[config.mk]
export PLATFORM = sky130hd
export DESIGN_NAME = ao_ch_spi_ctrl
export DESIGN_NICKNAME = d
export VERILOG_FILES = /design/src/rtl/ao_ch_spi_ctrl.sv
export SDC_FILE = /design/constraint.sdc
export NUM_CORES = 1
export LEC_CHECK = 0
export BUFFER_PORTS_ARGS = -buffer_cell sky130_fd_sc_hd__buf_4
export CAP_MARGIN = 20
export CORE_MARGIN = 2
export CORE_UTILIZATION = 54
export DETAILED_ROUTE_END_ITERATION = 10
export PLACE_DENSITY = 0.73
export SLEW_MARGIN = 20
export SYNTH_ARGS = -nofsm -noshare
export SYNTH_HDL_FRONTEND = slang
export SYNTH_SLANG_ARGS = --single-unit
[constraint.sdc]
create_clock -name i_clk -period 1.95 [get_ports i_clk]
set_clock_uncertainty 0.15 [all_clocks]
set_input_delay 0.195 -clock i_clk [delete_from_list [all_inputs] [get_ports i_clk]]
set_output_delay 0.195 -clock i_clk [all_outputs]
set_load 0.01 [all_outputs]
[src/rtl/ao_ch_spi_ctrl.sv]
// Analog-output channel SPI sequencer.
// Writes a 16-bit code to the DA converter (32-bit header + code), waits a
// chip-select gap, then reads the value back from the AD converter and
// compares it with the written code (LSB excluded). All pin outputs are
// registered; one always_ff carries the FSM, the counters and the outputs.
module ao_ch_spi_ctrl #(
    parameter int          CLK_DIV = 4,              // clk cycles per SCLK half-period (even, >= 2)
    parameter logic [31:0] DA_HDR  = 32'h5500_0001,  // DA frame header, MSB first
    parameter logic [7:0]  AD_CMD  = 8'h58,          // AD readback command, MSB first
    parameter int          CS_GAP  = 8               // cycles with both CS high between frames (>= 1)
) (
    input  logic        i_clk,
    input  logic        i_rst,
    input  logic        i_start,
    input  logic [15:0] i_ao_data,
    output logic        o_busy,
    output logic        o_done,
    output logic [15:0] o_rb_data,
    output logic        o_rb_err,
    output logic        o_da_spi_clk,
    output logic        o_da_spi_cs,
    output logic        o_da_spi_mosi,
    output logic        o_ad_spi_clk,
    output logic        o_ad_spi_cs,
    output logic        o_ad_spi_mosi,
    input  logic        i_ad_spi_miso
);

    // Counter compare points inside a state. One SCLK period is 2*CLK_DIV
    // cycles: cycles 0..CLK_DIV-1 low, CLK_DIV..2*CLK_DIV-1 high.
    localparam logic [15:0] HALF_LAST = 16'(CLK_DIV - 1);      // last low cycle / last setup-hold cycle
    localparam logic [15:0] PER_LAST  = 16'(2 * CLK_DIV - 1);  // last high cycle of a period
    localparam logic [15:0] MID_LOW   = 16'(CLK_DIV / 2 - 1);  // MOSI updates on the following cycle
    localparam logic [15:0] RISE_CYC  = 16'(CLK_DIV);          // cycle in which SCLK is high for the first time
    localparam logic [15:0] GAP_LAST  = 16'(CS_GAP - 1);

    localparam logic [5:0] DA_PER_LAST = 6'd47;  // 48 periods: header + code
    localparam logic [5:0] AD_PER_LAST = 6'd23;  // 24 periods: 8 command + 16 readback
    localparam logic [5:0] AD_RB_FIRST = 6'd8;   // first readback period (0-based)

    typedef enum logic [2:0] {
        S_IDLE,
        S_DA_SETUP,
        S_DA_SHIFT,
        S_DA_HOLD,
        S_GAP,
        S_AD_SETUP,
        S_AD_SHIFT,
        S_AD_HOLD
    } state_t;

    state_t      state_q;
    logic [15:0] cnt_q;        // cycle counter within the current state / SCLK period
    logic [15:0] cnt_d;
    logic [5:0]  per_q;        // SCLK period index within a shift state
    logic [47:0] da_sr_q;      // outgoing DA frame, MSB leaves first
    logic [7:0]  ad_sr_q;      // outgoing AD command, zeros shift in behind it
    logic [15:0] rb_sr_q;      // incoming readback bits
    logic [14:0] code_q;       // latched code bits [15:1]; the LSB never takes part in the compare

    logic        busy_q;
    logic        done_q;
    logic [15:0] rb_data_q;
    logic        rb_err_q;
    logic        da_clk_q;
    logic        da_cs_q;
    logic        da_mosi_q;
    logic        ad_clk_q;
    logic        ad_cs_q;
    logic        ad_mosi_q;

    // Default counter advance; states that finish a phase override it with zero.
    always_comb begin
        cnt_d = cnt_q + 16'd1;
    end

    // Sequencer: state, counters, shift registers and registered pin outputs.
    always_ff @(posedge i_clk) begin
        if (i_rst) begin
            state_q   <= S_IDLE;
            cnt_q     <= '0;
            per_q     <= '0;
            da_sr_q   <= '0;
            ad_sr_q   <= '0;
            rb_sr_q   <= '0;
            code_q    <= '0;
            busy_q    <= 1'b0;
            done_q    <= 1'b0;
            rb_data_q <= '0;
            rb_err_q  <= 1'b0;
            da_clk_q  <= 1'b0;
            da_cs_q   <= 1'b1;
            da_mosi_q <= 1'b0;
            ad_clk_q  <= 1'b0;
            ad_cs_q   <= 1'b1;
            ad_mosi_q <= 1'b0;
        end else begin
            done_q <= 1'b0;
            case (state_q)
                S_IDLE: begin
                    if (i_start) begin
                        code_q  <= i_ao_data[15:1];
                        da_sr_q <= {DA_HDR, i_ao_data};
                        ad_sr_q <= AD_CMD;
                        rb_sr_q <= '0;
                        busy_q  <= 1'b1;
                        da_cs_q <= 1'b0;
                        cnt_q   <= '0;
                        state_q <= S_DA_SETUP;
                    end
                end

                S_DA_SETUP: begin
                    cnt_q <= cnt_d;
                    // First bit goes out half a low phase after CS falls.
                    if (cnt_q == MID_LOW) begin
                        da_mosi_q <= da_sr_q[47];
                        da_sr_q   <= {da_sr_q[46:0], 1'b0};
                    end
                    if (cnt_q == HALF_LAST) begin
                        cnt_q   <= '0;
                        per_q   <= '0;
                        state_q <= S_DA_SHIFT;
                    end
                end

                S_DA_SHIFT: begin
                    cnt_q <= cnt_d;
                    // Period 0 already carries the bit presented during setup.
                    if (cnt_q == MID_LOW && per_q != 6'd0) begin
                        da_mosi_q <= da_sr_q[47];
                        da_sr_q   <= {da_sr_q[46:0], 1'b0};
                    end
                    if (cnt_q == HALF_LAST) begin
                        da_clk_q <= 1'b1;
                    end
                    if (cnt_q == PER_LAST) begin
                        da_clk_q <= 1'b0;
                        cnt_q    <= '0;
                        if (per_q == DA_PER_LAST) begin
                            state_q <= S_DA_HOLD;
                        end else begin
                            per_q <= per_q + 6'd1;
                        end
                    end
                end

                S_DA_HOLD: begin
                    cnt_q <= cnt_d;
                    if (cnt_q == HALF_LAST) begin
                        da_cs_q   <= 1'b1;
                        da_mosi_q <= 1'b0;
                        cnt_q     <= '0;
                        state_q   <= S_GAP;
                    end
                end

                S_GAP: begin
                    cnt_q <= cnt_d;
                    if (cnt_q == GAP_LAST) begin
                        ad_cs_q <= 1'b0;
                        cnt_q   <= '0;
                        state_q <= S_AD_SETUP;
                    end
                end

                S_AD_SETUP: begin
                    cnt_q <= cnt_d;
                    if (cnt_q == MID_LOW) begin
                        ad_mosi_q <= ad_sr_q[7];
                        ad_sr_q   <= {ad_sr_q[6:0], 1'b0};
                    end
                    if (cnt_q == HALF_LAST) begin
                        cnt_q   <= '0;
                        per_q   <= '0;
                        state_q <= S_AD_SHIFT;
                    end
                end

                S_AD_SHIFT: begin
                    cnt_q <= cnt_d;
                    // After the 8 command bits the register holds zeros, so MOSI
                    // drops to 0 for the readback periods without extra logic.
                    if (cnt_q == MID_LOW && per_q != 6'd0) begin
                        ad_mosi_q <= ad_sr_q[7];
                        ad_sr_q   <= {ad_sr_q[6:0], 1'b0};
                    end
                    if (cnt_q == HALF_LAST) begin
                        ad_clk_q <= 1'b1;
                    end
                    // MISO is taken in the cycle where SCLK is first seen high.
                    if (cnt_q == RISE_CYC && per_q >= AD_RB_FIRST) begin
                        rb_sr_q <= {rb_sr_q[14:0], i_ad_spi_miso};
                    end
                    if (cnt_q == PER_LAST) begin
                        ad_clk_q <= 1'b0;
                        cnt_q    <= '0;
                        if (per_q == AD_PER_LAST) begin
                            state_q <= S_AD_HOLD;
                        end else begin
                            per_q <= per_q + 6'd1;
                        end
                    end
                end

                S_AD_HOLD: begin
                    cnt_q <= cnt_d;
                    if (cnt_q == HALF_LAST) begin
                        ad_cs_q   <= 1'b1;
                        ad_mosi_q <= 1'b0;
                        done_q    <= 1'b1;
                        busy_q    <= 1'b0;
                        rb_data_q <= rb_sr_q;
                        rb_err_q  <= (rb_sr_q[15:1] != code_q);
                        cnt_q     <= '0;
                        state_q   <= S_IDLE;
                    end
                end

                default: begin
                    state_q <= S_IDLE;
                end
            endcase
        end
    end

    assign o_busy        = busy_q;
    assign o_done        = done_q;
    assign o_rb_data     = rb_data_q;
    assign o_rb_err      = rb_err_q;
    assign o_da_spi_clk  = da_clk_q;
    assign o_da_spi_cs   = da_cs_q;
    assign o_da_spi_mosi = da_mosi_q;
    assign o_ad_spi_clk  = ad_clk_q;
    assign o_ad_spi_cs   = ad_cs_q;
    assign o_ad_spi_mosi = ad_mosi_q;

endmodule

==> impl_metrics.py, run 1 <==
metrics = {
    "global_route": {
        "globalRouteTotalUtil": 0.295,
        "antenna_found_initial": 0,
        "grt.overflow.total": 0,
        "grt_pass1_vias": 5690,
        "grt_max_degree": 65,
        "grt_pass1_wl_um": 27200,
    },
    "critical_path": {
        "rrSetupSlack_ps": -410,
        "r2r_end": "da_sr_q[31]",
        "slowest_stage": "nor4_4",
        "critical_path.max_fanout": 5,
        "path_class": "flip-flop to flip-flop",
        "r2r-start": "cnt_q[14]",
        "crit_chain": "nor4_4, nand4_2, buf_6, o21ai_4, buf_6, buf_12, buf_4, nand3_1, a21oi_1",
        "rr_worst_depth": 9,
        "required_ps": 2240,
        "cp-start-kind": "flip-flop",
        "cpLargestDelayFamily": "simple AND/OR/NAND/NOR gates",
        "arrival_ps": 2650,
        "cpPeakStageDelay_ps": 410,
        "path_common_cell": "buf_6",
        "setup.worst_path.end_class": "flip-flop",
        "crit_buf_inv": 4,
    },
    "route": {
        "wirelength_um": 22000,
        "post_drt_via_cell_ratio": 6.58,
        "vias": 6446,
        "drt_pass1_iterations": 7,
        "avgRoutedWirePerCell_um": 22.4,
        "drt-initial-drc-count": 827,
        "drc": 0,
        "detail-route-antenna-nets": 0,
    },
    "cells_and_area": {
        "drive_gt1_frac": 0.410,
        "postLayoutCellArea_mm2": 0.00885,
        "layout_common_cells": "126 x dfxtp_1, 106 x buf_4, 74 x nand2_1",
        "diodes": 0,
        "final_core_util": 0.827,
        "nNetsFinal": 852,
        "layout.cells.most_common": "dfxtp_1",
        "area_delta_synth_final_pct": 50.9,
        "final_cells": 980,
    },
    "synth": {
        "ys_types": 51,
        "async_flop_share": 0,
        "synth-main-ff-cell": "dfxtp_1",
        "ys_seq_area_frac": 0.457,
        "synth_seq_cells": 134,
        "yosys_warnings": 0,
        "synth_edf_count": 0,
        "synthesis.area_mm2": 0.00586,
        "synthCells": 703,
        "syn_nets": 728,
        "avgSynthCellArea_um2": 8.34,
    },
    "sta": {
        "hold_viol_final": 0,
        "period_share": 1.21,
        "holdWs_ps": 316,
        "worst_pin_slew_ps": 858,
        "fmax_ghz": 0.424,
        "setup_ws_ps": -409,
        "rsz0062_at_grt": "yes",
        "period_needed_ps": 2360,
        "max-slew-margin-rel": 0.428,
        "final-setup-viol-count": 119,
        "tns_ps": -26380,
        "slew_viol_final": 0,
    },
    "die": {
        "die_y_um": 108,
        "dieArea_mm2": 0.0117,
        "core_area_mm2": 0.0107,
        "io_pins": 45,
        "floorplan.initialDensity": 0.548,
        "die_w_um": 108,
        "num_rows": 38,
    },
    "min_path": {
        "hold_depth": 2,
        "holdCritPathClass": "flip-flop to flip-flop",
        "holdCritStartpoint": "o_rb_data[6]",
        "hold_path_end": "o_rb_data[6]",
    },
    "cts": {
        "clk_pin_slew_ps": 60,
        "h-tree-depth": 4,
        "cts_tree": "yes",
        "cts_made_buffers": 17,
        "clockBufferDepth": 2,
        "cts_root_buffer": "clkbuf_8",
        "clock_latency_ps": 540,
        "cts.sinks": 134,
    },
    "placement": {
        "pre_cts_ws_ps": -221,
        "placedInstanceArea_mm2": 0.00678,
        "hpwl_um": 9810,
        "dp.cells": 898,
        "port_buffers": 44,
        "place.gp.congestion": 0.917,
    },
    "power": {
        "cellPowerDensity_mw_per_mm2": 749,
        "vdd.ir_drop.worst_mv": 0.886,
        "p_leak_nw": 3.40,
        "power.total_mw": 6.63,
    },
    "run": {
        "drv_cap": 0,
    },
    "outcome": {
        "violations": "negative setup slack",
        "status": "finished, violations left",
    },
}
kinds of logic after synthesis:
| kind of cell | after synthesis | share of synthesized area |
|---|---|---|
| AOI/OAI and AO/OA | 188 | 0.192 |
| xor gates and xnor gates | 22 | 0.0329 |
| adders and majority gates | 5 | 0.0107 |
| buffers and inverters | 67 | 0.0482 |
| DFF | 134 | 0.457 |
| muxes | 19 | 0.0324 |
| and+or+nand+nor | 268 | 0.226 |
worst max path at each step:
stage,start,end,slack (ps),cells past startpoint
2_1_floorplan,per_q[1],da_sr_q[30],-20,9
3_3_place_gp,per_q[1],da_sr_q[10],-70,8
3_5_place_dp,cnt_q[8],da_sr_q[10],-220,7
4_1_cts,cnt_q[0],cnt_q[8],-100,7
5_1_grt,cnt_q[14],da_sr_q[31],-450,9
6_report,cnt_q[14],da_sr_q[31],-410,9
layout make-up:
cell class,count,area [um2]
multi-input combinational,502,3780
sequential,134,2700
fill,532,1850
clock buffer,24,470
inverter,10,40.0
clock inverter,8,73.8
tap,140,175
timing repair buffer,162,1610
flip-flops by register name, indices dropped and copies added, names as in the netlist:
signal	cells
o_da_spi_mosi	1
per_q	6
o_da_spi_clk	1
ad_sr_q	5
o_ad_spi_mosi	1
o_ad_spi_cs	1
o_busy	1
rb_sr_q	16
o_da_spi_cs	1
state_q	3
o_done	1
o_rb_err	1
code_q	15
da_sr_q	48
cnt_q	16
o_rb_data	16
o_ad_spi_clk	1
synthesized netlist by cell type (2+ instances only):
cell type	count	share of area
and4_1	4	0.0060
a211oi_1	3	0.0038
nor4_1	13	0.014
nand3b_1	2	0.0026
xnor2_1	22	0.033
nor2b_1	2	0.0021
a41oi_1	2	0.0030
clkbuf_1	39	0.025
a21oi_1	99	0.084
nor4b_1	2	0.0030
o211ai_1	3	0.0038
nor4_4	3	0.011
inv_1	9	0.0058
and3_1	2	0.0021
buf_6	2	0.0038
nor2_1	34	0.022
o2bb2ai_1	3	0.0045
nand4_1	5	0.0053
a22o_1	4	0.0060
mux2i_1	19	0.032
nand2b_1	9	0.0096
nor3_1	23	0.020
buf_2	10	0.0085
nor4bb_1	3	0.0051
a22oi_1	2	0.0026
a21oi_2	9	0.013
o21ai_0	30	0.026
dfxtp_1	134	0.46
a31oi_1	10	0.011
ha_1	5	0.011
nand3_1	57	0.049
nand2_1	101	0.065
or4_1	2	0.0026
a311oi_1	15	0.022
buf_1	5	0.0032
worst register-to-register path: stages (launching register included):
cell and delay (ps):
dfxtp_2 350, nor4_4 410, nand4_2 240, buf_6 200, o21ai_4 190, buf_6 150
buf_12 130, buf_4 110, nand3_1 90, a21oi_1 240
layer usage:
metal / wire [um] / vias to the layer above / global-route usage
met4: 1120 / 0 / 0.141
met5: 0 / - / 0
li1: - / 2786 / -
met3: 1960 / 123 / 0.0741
met1: 8050 / 3082 / 0.354
met2: 10800 / 455 / 0.496
report_power, final:
| part | switching [mW] | internal (mW) | total, mW |
|---|---|---|---|
| logic | 0.422 | 0.343 | 0.766 |
| registers | 0.0612 | 2.81 | 2.88 |
| clock network | 1.20 | 1.79 | 2.99 |
repair_timing:
action,4_1_cts,5_1_grt
hold buffers,19,0
setup buffers,13,9
pin swaps,28,79
resized for setup,67,168
gates cloned,3,10
endpoints found under the setup margin,88,114
hold endpoints to repair,38,0
(Power assumes the default switching activity.)
==> inputs of run 2 (changes only) <==
--- a/config.mk
+++ b/config.mk
@@ -7,8 +7,10 @@
 export LEC_CHECK = 0
 export BUFFER_PORTS_ARGS = -buffer_cell sky130_fd_sc_hd__buf_4
 export CAP_MARGIN = 20
+export CELL_PAD_IN_SITES_DETAIL_PLACEMENT = 1
+export CELL_PAD_IN_SITES_GLOBAL_PLACEMENT = 2
 export CORE_MARGIN = 2
-export CORE_UTILIZATION = 54
+export CORE_UTILIZATION = 33
 export DETAILED_ROUTE_END_ITERATION = 10
 export PLACE_DENSITY = 0.73
 export SLEW_MARGIN = 20
==> impl_metrics.py, run 2 (synthesis gave the netlist of run 1 again) <==
metrics = {
    "outcome": {
        "status": "finished, violations left",
        "violations": "negative setup slack",
    },
    "min_path": {
        "holdCritPathClass": "input port to flip-flop",
    },
    "power": {
        "cellPowerDensity_mw_per_mm2": 805,
        "power.total_mw": 7.04,
        "p_leak_nw": 3.09,
        "vdd.ir_drop.worst_mv": 0.764,
    },
    "route": {
        "drt_pass1_iterations": 4,
        "wirelength_um": 18700,
        "detail-route-antenna-nets": 0,
        "post_drt_via_cell_ratio": 5.32,
        "drt-initial-drc-count": 295,
        "vias": 5696,
        "avgRoutedWirePerCell_um": 17.5,
        "drc": 0,
    },
    "placement": {
        "port_buffers": 44,
        "place.gp.congestion": 0.817,
        "pre_cts_ws_ps": -238,
        "hpwl_um": 11500,
        "placedInstanceArea_mm2": 0.00689,
        "dp.cells": 988,
    },
    "sta": {
        "fmax_ghz": 0.458,
        "setup_ws_ps": -235,
        "tns_ps": -10820,
        "period_needed_ps": 2190,
        "final-setup-viol-count": 106,
        "period_share": 1.12,
        "rsz0062_at_grt": "yes",
        "hold_viol_final": 0,
        "slew_viol_final": 0,
        "max-slew-margin-rel": 0.300,
        "worst_pin_slew_ps": 1050,
        "holdWs_ps": 169,
    },
    "cts": {
        "cts_tree": "yes",
        "cts_root_buffer": "clkbuf_16",
        "clock_latency_ps": 430,
        "clk_pin_slew_ps": 70,
        "h-tree-depth": 4,
        "cts_made_buffers": 17,
        "clockBufferDepth": 2,
        "cts.sinks": 134,
    },
    "critical_path": {
        "cpPeakStageDelay_ps": 400,
        "crit_chain": "inv_4, ha_4, nand2b_4, a311o_1, o21ai_4, buf_12, buf_12, buf_12, clkbuf_16, nand3_2, a21oi_2",
        "path_class": "flip-flop to flip-flop",
        "arrival_ps": 2390,
        "setup.worst_path.end_class": "flip-flop",
        "cpLargestDelayFamily": "compound AO/OA/AOI/OAI gates",
        "crit_buf_inv": 5,
        "required_ps": 2160,
        "slowest_stage": "a311o_1",
        "critical_path.max_fanout": 5,
        "cp-start-kind": "flip-flop",
        "path_common_cell": "buf_12",
    },
    "die": {
        "io_pins": 45,
        "num_rows": 48,
        "die_w_um": 137,
        "dieArea_mm2": 0.0189,
        "core_area_mm2": 0.0174,
        "floorplan.initialDensity": 0.338,
        "die_y_um": 137,
    },
    "global_route": {
        "grt_pass1_wl_um": 29200,
        "antenna_found_initial": 0,
        "globalRouteTotalUtil": 0.198,
        "grt_max_degree": 92,
        "grt_pass1_vias": 5739,
        "grt.overflow.total": 0,
    },
    "cells_and_area": {
        "layout_common_cells": "127 x dfxtp_1, 114 x buf_4, 93 x nand2_1",
        "largest_reg_flops": 48,
        "nNetsFinal": 858,
        "regMostFlops": "da_sr_q",
        "final_core_util": 0.503,
        "layout.cells.most_common": "dfxtp_1",
        "drive_gt1_frac": 0.353,
        "diodes": 0,
        "area_delta_synth_final_pct": 49.0,
        "postLayoutCellArea_mm2": 0.00874,
        "final_cells": 1071,
        "multi_input_area_mm2": 0.00347,
        "n_fill_cell": 1931,
        "regArea_mm2": 0.00270,
    },
    "run": {
        "drv_cap": 0,
    },
}
## run 2: what timing repair did
item | 4_1_cts | 5_1_grt
endpoints found under the setup margin | 90 | 116
setup buffers | 11 | 17
gates cloned | 4 | 4
pin swaps | 28 | 41
resized for setup | 66 | 97
hold endpoints to repair | 19 | 0
hold buffers | 18 | 0
## run 2: worst min-delay path: stages
cell and delay (ps):
buf_4 130, buf_4 250, nor2_1 130
## run 2: layer usage
metal | vias up | wire length (um) | global-route usage
met3 | 20 | 460 | 0.0442
li1 | 2773 | - | -
met1 | 2826 | 8440 | 0.248
met5 | - | 0 | 0
met4 | 0 | 263 | 0.0613
met2 | 77 | 9550 | 0.338
## run 2: layout make-up
type,instances,area share
timing repair buffer,168,0.185
tap,225,0.0322
sequential,134,0.309
multi-input combinational,502,0.397
clock buffer,18,0.0503
clock inverter,14,0.0219
inverter,10,0.00458
## run 2: power breakdown
group	switching, mW	total, mW	internal (mW)	leakage, nW
clock network	1.36	3.45	2.08	0.301
registers	0.0566	2.87	2.81	1.09
logic	0.377	0.722	0.345	1.69
total	1.80	7.04	5.24	3.09
## run 2: worst paths after layout
kind	start	endpoint	slack, ps	cells after the start
worst max-delay path	cnt_q[1]	da_sr_q[21]	-240	11
worst min-delay path	i_rst	cnt_q[1]	170	3
worst max register to register	cnt_q[1]	da_sr_q[21]	-240	11
worst min register to register	da_sr_q[19]	da_sr_q[20]	310	2
